## src/rtl/pipectrl_pkg.sv

```systemverilog
// pipectrl_pkg: shared constants and types for the pipeline hazard/redirect
// controller.
//   - Stage indices into the per-stage stall/flush vectors.
//   - Redirect cause encodings. Their numeric order is also their priority,
//     so the pending register compares causes directly.
//   - M-type stall FSM state type and state constants.
package pipectrl_pkg;

    localparam int STG_PC  = 0;
    localparam int STG_IF  = 1;
    localparam int STG_ID  = 2;
    localparam int STG_EXE = 3;

    localparam logic [1:0] CAUSE_JUMP = 2'd0;
    localparam logic [1:0] CAUSE_RET  = 2'd1;
    localparam logic [1:0] CAUSE_TRAP = 2'd2;

    typedef logic [0:0] mstate_t;

    localparam mstate_t ST_IDLE = 1'b0;
    localparam mstate_t ST_BUSY = 1'b1;

endpackage

```

## src/rtl/pipectrl_redirect_q.sv

```systemverilog
// pipectrl_redirect_q: priority-merge pending-redirect register.
// An incoming redirect event is merged with any held one. A new event wins
// when its cause is at least the held cause, so equal causes take the newer
// event. When the PC is not stalled, the merged redirect goes out in the same
// cycle and the register clears. When the PC is stalled, the merged redirect
// is captured, and the output shows only what was already held. A captured
// redirect therefore becomes visible from the next cycle.
// Ports:
//   clk, rst_n            clock, asynchronous active-low reset
//   evt_valid/cause/addr  this cycle's winning redirect event
//   stall_pc              PC stage held this cycle
//   valid/cause/addr      redirect presented to the PC (zero when not valid)
//   pending               a redirect is held from an earlier cycle
module pipectrl_redirect_q
    import pipectrl_pkg::*;
#(
    parameter int XLEN = 32
) (
    input  logic            clk,
    input  logic            rst_n,
    input  logic            evt_valid,
    input  logic [1:0]      evt_cause,
    input  logic [XLEN-1:0] evt_addr,
    input  logic            stall_pc,
    output logic            valid,
    output logic [1:0]      cause,
    output logic [XLEN-1:0] addr,
    output logic            pending
);

    logic            pend_valid;
    logic [1:0]      pend_cause;
    logic [XLEN-1:0] pend_addr;

    logic            take_new;
    logic            mrg_valid;
    logic [1:0]      mrg_cause;
    logic [XLEN-1:0] mrg_addr;

    always_comb begin
        take_new  = evt_valid && (!pend_valid || (evt_cause >= pend_cause));
        mrg_valid = pend_valid | evt_valid;
        mrg_cause = take_new ? evt_cause : pend_cause;
        mrg_addr  = take_new ? evt_addr  : pend_addr;
    end

    // Cause and address are cleared along with valid. Because of this, an
    // empty register already reads as zero.
    always_ff @(posedge clk or negedge rst_n) begin
        if (!rst_n) begin
            pend_valid <= 1'b0;
            pend_cause <= CAUSE_JUMP;
            pend_addr  <= '0;
        end else if (!stall_pc) begin
            pend_valid <= 1'b0;
            pend_cause <= CAUSE_JUMP;
            pend_addr  <= '0;
        end else begin
            pend_valid <= mrg_valid;
            pend_cause <= mrg_cause;
            pend_addr  <= mrg_addr;
        end
    end

    always_comb begin
        if (stall_pc) begin
            valid = pend_valid;
            cause = pend_cause;
            addr  = pend_addr;
        end else begin
            valid = mrg_valid;
            cause = mrg_cause;
            addr  = mrg_addr;
        end
    end

    assign pending = pend_valid;

endmodule

```

## src/rtl/pipectrl_v2.sv

```systemverilog
// pipectrl_v2: pipeline hazard and redirect controller for the RV32IM core.
// Produces per-stage stall/flush vectors. Owns the multi-cycle M-type stall
// FSM, which has a timeout and a kill. Holds a jump/trap/return that arrives
// while the PC is stalled, and delivers it once the PC stall drops.
// Optional feature: define PIPECTRL_PERF_EN to build the stall-cycle and
// redirect-delivery performance counters. When it is not defined, both
// counter outputs are tied to zero.
// Parameters: XLEN address width, NSTAGES pipeline registers (>=5),
//   MTYPE_TIMEOUT maximum BUSY cycles (2..255).
// Ports:
//   clk, rst_n                          clock, async active-low reset
//   loaduse_hazard_i                    load-use hazard from ID
//   je_i, jump_addr_i                   taken branch/jump from EXE
//   mtype_start_i, mtype_done_i         mul/div issue / result ready
//   ext_stall_i                         LSU bus wait
//   trap_taken_i, trap_entry_i          trap from CSR
//   system_ret_i, system_retaddr_i      xRET from CSR
//   stall_o, flush_o                    per-stage hold / bubble insert
//   redirect_valid_o/addr_o/cause_o     PC load (cause 0 jump, 1 ret, 2 trap)
//   mtype_busy_o                        M-type FSM in BUSY
//   mtype_kill_o, mtype_timeout_o       registered one-cycle pulses
//   stall_cycles_o, flush_events_o      performance counters
module pipectrl_v2
    import pipectrl_pkg::*;
#(
    parameter int XLEN          = 32,
    parameter int NSTAGES       = 6,
    parameter int MTYPE_TIMEOUT = 64
) (
    input  logic               clk,
    input  logic               rst_n,
    input  logic               loaduse_hazard_i,
    input  logic               je_i,
    input  logic [XLEN-1:0]    jump_addr_i,
    input  logic               mtype_start_i,
    input  logic               mtype_done_i,
    input  logic               ext_stall_i,
    input  logic               trap_taken_i,
    input  logic [XLEN-1:0]    trap_entry_i,
    input  logic               system_ret_i,
    input  logic [XLEN-1:0]    system_retaddr_i,
    output logic [NSTAGES-1:0] stall_o,
    output logic [NSTAGES-1:0] flush_o,
    output logic               redirect_valid_o,
    output logic [XLEN-1:0]    redirect_addr_o,
    output logic [1:0]         redirect_cause_o,
    output logic               mtype_busy_o,
    output logic               mtype_kill_o,
    output logic               mtype_timeout_o,
    output logic [31:0]        stall_cycles_o,
    output logic [31:0]        flush_events_o
);

    // Stages IF..last MEM. WB (top bit) and PC (bit 0) are never flushed.
    localparam logic [NSTAGES-1:0] MID_MASK = {1'b0, {(NSTAGES-2){1'b1}}, 1'b0};
    localparam logic [7:0]         CNT_LAST = 8'(MTYPE_TIMEOUT - 1);

    mstate_t             state;
    logic [7:0]          cnt;
    logic                kill_q;
    logic                tmo_q;

    logic                mstall;
    logic                hold;
    logic                stall_pc;
    logic                pending;
    logic [NSTAGES-1:0]  stall_raw;
    logic [NSTAGES-1:0]  flush_raw;

    logic                evt_valid;
    logic [1:0]          evt_cause;
    logic [XLEN-1:0]     evt_addr;

    // Redirect event priority: trap > ret > jump.
    always_comb begin
        evt_valid = trap_taken_i | system_ret_i | je_i;
        evt_cause = CAUSE_JUMP;
        evt_addr  = jump_addr_i;
        if (trap_taken_i) begin
            evt_cause = CAUSE_TRAP;
            evt_addr  = trap_entry_i;
        end else if (system_ret_i) begin
            evt_cause = CAUSE_RET;
            evt_addr  = system_retaddr_i;
        end
    end

    always_comb begin
        mstall    = mtype_start_i | ((state == ST_BUSY) & ~mtype_done_i);
        hold      = mstall | ext_stall_i;
        stall_raw = '0;
        flush_raw = '0;
        if (hold) begin
            stall_raw = '1;
        end
        if (loaduse_hazard_i) begin
            stall_raw[STG_PC] = 1'b1;
            stall_raw[STG_IF] = 1'b1;
            flush_raw[STG_ID] = 1'b1;
        end
        // A held redirect keeps squashing the wrong-path fetch/decode stages.
        if (je_i || pending) begin
            flush_raw[STG_IF] = 1'b1;
            flush_raw[STG_ID] = 1'b1;
        end
        if (trap_taken_i || system_ret_i) begin
            flush_raw = flush_raw | MID_MASK;
        end
    end

    // A flush bit overrides its stall bit. Bit 0 is never flushed.
    assign stall_o  = stall_raw & ~flush_raw;
    assign flush_o  = flush_raw;
    assign stall_pc = stall_raw[STG_PC];

    pipectrl_redirect_q #(
        .XLEN (XLEN)
    ) u_redirect_q (
        .clk       (clk),
        .rst_n     (rst_n),
        .evt_valid (evt_valid),
        .evt_cause (evt_cause),
        .evt_addr  (evt_addr),
        .stall_pc  (stall_pc),
        .valid     (redirect_valid_o),
        .cause     (redirect_cause_o),
        .addr      (redirect_addr_o),
        .pending   (pending)
    );

    // M-type FSM. A start that arrives together with done completes in one
    // cycle, so it stays in IDLE. A kill wins over done and over the timeout.
    always_ff @(posedge clk or negedge rst_n) begin
        if (!rst_n) begin
            state  <= ST_IDLE;
            cnt    <= '0;
            kill_q <= 1'b0;
            tmo_q  <= 1'b0;
        end else begin
            kill_q <= 1'b0;
            tmo_q  <= 1'b0;
            case (state)
                ST_IDLE: begin
                    if (mtype_start_i && !mtype_done_i) begin
                        state <= ST_BUSY;
                        cnt   <= '0;
                    end
                end
                ST_BUSY: begin
                    if (trap_taken_i || system_ret_i) begin
                        state  <= ST_IDLE;
                        kill_q <= 1'b1;
                    end else if (mtype_done_i) begin
                        state <= ST_IDLE;
                    end else if (cnt == CNT_LAST) begin
                        state <= ST_IDLE;
                        tmo_q <= 1'b1;
                    end else if (cnt != 8'hFF) begin
                        cnt <= cnt + 8'd1;
                    end
                end
                default: state <= ST_IDLE;
            endcase
        end
    end

    assign mtype_busy_o    = (state == ST_BUSY);
    assign mtype_kill_o    = kill_q;
    assign mtype_timeout_o = tmo_q;

`ifdef PIPECTRL_PERF_EN
    logic [31:0] stall_cnt;
    logic [31:0] flush_cnt;

    // Both counters saturate instead of wrapping.
    always_ff @(posedge clk or negedge rst_n) begin
        if (!rst_n) begin
            stall_cnt <= '0;
            flush_cnt <= '0;
        end else begin
            if (stall_pc && (stall_cnt != 32'hFFFF_FFFF)) begin
                stall_cnt <= stall_cnt + 32'd1;
            end
            if (redirect_valid_o && !stall_pc && (flush_cnt != 32'hFFFF_FFFF)) begin
                flush_cnt <= flush_cnt + 32'd1;
            end
        end
    end

    assign stall_cycles_o = stall_cnt;
    assign flush_events_o = flush_cnt;
`else
    assign stall_cycles_o = '0;
    assign flush_events_o = '0;
`endif

endmodule

```

## config.mk

```make
export PLATFORM = sky130hd
export DESIGN_NAME = pipectrl_v2
export DESIGN_NICKNAME = d
export VERILOG_FILES = /design/src/rtl/pipectrl_pkg.sv /design/src/rtl/pipectrl_redirect_q.sv /design/src/rtl/pipectrl_v2.sv
export SDC_FILE = /design/constraint.sdc
export NUM_CORES = 1
export LEC_CHECK = 0
export ABC_AREA = 1
export BUFFER_PORTS_ARGS = -buffer_cell sky130_fd_sc_hd__buf_2
export CAP_MARGIN = 20
export CORE_MARGIN = 2
export CORE_UTILIZATION = 50
export DETAILED_ROUTE_END_ITERATION = 16
export PLACE_DENSITY = 0.91
export SLEW_MARGIN = 20
export SYNTH_ARGS = -nofsm -noshare
export SYNTH_HDL_FRONTEND = slang
export SYNTH_SLANG_ARGS = --single-unit
```

## constraint.sdc

```tcl
create_clock -name clk -period 5.7 [get_ports clk]
set_input_delay 1.14 -clock clk [delete_from_list [all_inputs] [get_ports clk]]
set_output_delay 1.14 -clock clk [all_outputs]
set_load 0.01 [all_outputs]
```

==> impl_metrics.toml <==
[status]
outcome = "finished, final reports clean"

[die]
row_count = 33
die_h_um = 95.8
core_mm2 = 0.00818
dieArea_mm2 = 0.00917
dieWidth_um = 95.8
start_util_pct = 51.5
pin_count = 219

[min_path]
hold_path.class = "reg -> reg"

[final_layout]
utilization_pct = 58.4
final_cell_mix = "293 x nand2_1, 151 x buf_2, 118 x nor2_1"
final_common_cell = "nand2_1"
fin_nets = 955
drive_above_1_share_pct = 21.0
fillers = 846
diodes = 0
multiInputGateArea_mm2 = 0.00229
seqCellArea_mm2 = 0.00115
finalInstanceArea_mm2 = 0.00478
areaGrowthSynthToFinish_pct = 13.4

[route]
ant_nets = 0
drc = 0
dr_total_vias = 4150
drtIter0Drc = 125
wirelength_um = 9900
routed_via_density = 4.35
wire_per_inst_um = 10.4
dr.pass1.iters = 4

[clock_network]
clk_pin_slew_ps = 90
post_cts_buffers = 0
cts_root_buf = "clkbuf_8"
clk_latency_ps = 290
cts.sinks = 46
postCtsResizedCells = 0
htree_num_levels = 2
cts_buffers = 5
cts_tree = "yes"
cts_buffer_depth = 2
ctsHoldBuffers = 0

[placement]
io_buffer_count = 152
dp_hpwl_um = 7210
dpl_cell_area_mm2 = 0.00467
place_congestion = 0.830

[timing]
min_period_ps = 4650
hold_viol = 0
relSlewSlack_pct = 42.8
tns_ps = 0
fmax_mhz = 215
rsz0062_at_grt = "false"
period_share_pct = 81.7
final.setup_skew_ps = 7.54
tightest_slew_ps = 856
setup_violations = 0
slew_violations = 0

[logic_synthesis]
synthSimpleGateAreaFrac_pct = 46.5
synth_compound_area_share_pct = 0.862
netlist_instances = 718
synth_cell_type_count = 26
synth-seq-cells = 46
synth_area_mm2 = 0.00421
synthAdderAreaFrac_pct = 0.891
ys_warn_count = 0
synth_top_family_by_area = "simple AND/OR/NAND/NOR gates"
synth_area_per_cell_um2 = 5.87
synth_seq_area_share_pct = 27.3
synth_xor_area_share_pct = 0.208
synth_mux_area_share_pct = 0

[setup_path]
worstSetupPathType = "in -> out"
arrival_ps = 3510
worstPathRequired_ps = 4560
critPathMaxFanout = 32
cp-start-kind = "primary input"
end_kind = "primary output"

[pwr]
power_uw = 1570
vdd_ir_drop_max_uv = 171
cellPowerDensity_mw_per_mm2 = 329
leakage_uw = 0.00314

[grt]
grt_pass1_wl_um = 15200
track_usage_pct = 21.0
antenna_found_initial = 0
grt-ovfl-total = 0
grt_pass1_vias = 3399
grt_max_degree = 47

[run]
maxCapViolations = 0
-- registers in the layout (all words and copies together), names as in the netlist --
name and cells:
u_redirect_q.pend_addr 32, cnt 8, u_redirect_q.pend_cause 2, mtype_busy_o 1, mtype_kill_o 1, mtype_timeout_o 1
u_redirect_q.pending 1
-- worst paths after layout --
check                                   from  slack, ps                    endpoint  cells after the start
worst min register to register        cnt[1]        550                      cnt[1]                      2
worst max register to register  mtype_busy_o       3650        u_redirect_q.pending                      6
max in group asynchronous              rst_n       4440  u_redirect_q.pend_addr[23]                      1
worst min-delay path                  cnt[1]        550                      cnt[1]                      2
min in group asynchronous              rst_n        830  u_redirect_q.pend_addr[29]                      1
worst max-delay path            trap_taken_i       1050          redirect_addr_o[8]                     12
-- metal layers --
metal,GRT usage [%],share of wire (%),vias up
met5,0,0,-
met4,4.76,1.1,0
li1,-,-,2244
met2,37.8,48,161
met3,2.98,7.0,10
met1,26.7,44,1735
-- worst max-delay path: stages --
cell     delay, ps
buf_2          120
inv_4          140
nand2_2        330
ha_1           430
inv_1           40
nand2_1         40
nand2_1         90
a21oi_4        690
nand2_1        160
nand3_1        110
nand2_1         60
buf_2          140
-- synthesized netlist by cell type --
library cell    n  area share [%]
nor2_4          3            0.80
o21ai_0         2            0.24
buf_2          13             1.5
buf_6           6             1.6
or2_2           1            0.15
buf_1           3            0.27
xor2_1          1            0.21
buf_4          73              13
ha_1            3            0.89
nand3_2         1            0.24
inv_2           2            0.18
nand2_4         3            0.80
nor2_1        118              11
dfrtp_1        46              27
nand3_4         1            0.42
clkbuf_1        3            0.27
nor3_1          1            0.12
inv_1          80             7.1
nand2_2         4            0.59
a21oi_1         2            0.24
nand3_1        54             6.4
conb_1          1           0.089
a21oi_4         1            0.39
nand4_1         2            0.30
nand2_1       293              26
inv_4           1            0.15
-- layout make-up --
class	instances	area share [%]
Inverter	83	6.58
Clock buffer	7	1.60
Clock inverter	1	0.629
Sequential cell	46	24.1
Timing Repair Buffer	155	16.5
Tap cell	105	2.75
Multi-Input combinational cell	556	47.9
-- report_power, final --
part | switching (µW) | internal, µW
registers | 64.1 | 449
logic | 524 | 296
clock network | 105 | 131
-- kinds of logic (layout without fill, tap and decap cells) --
group                      count (synthesis)  in the layout
adders and majority gates                  3              3
buffers and inverters                    181            246
xor gates and xnor gates                   1              1
AOI/OAI and AO/OA                          5              5
other                                      1             66
DFF                                       46             46
and+or+nand+nor                          481            481
-- metrics by stage --
stage	setup WS (ps)	std cells	hold slack, ps
3_5_place_dp	993	945	529
3_3_place_gp	1030	945	517
5_1_grt	693	953	590
2_1_floorplan	1960	783	495
6_report	1050	953	548
4_1_cts	991	953	548
Power figures use the tool's default switching activity.
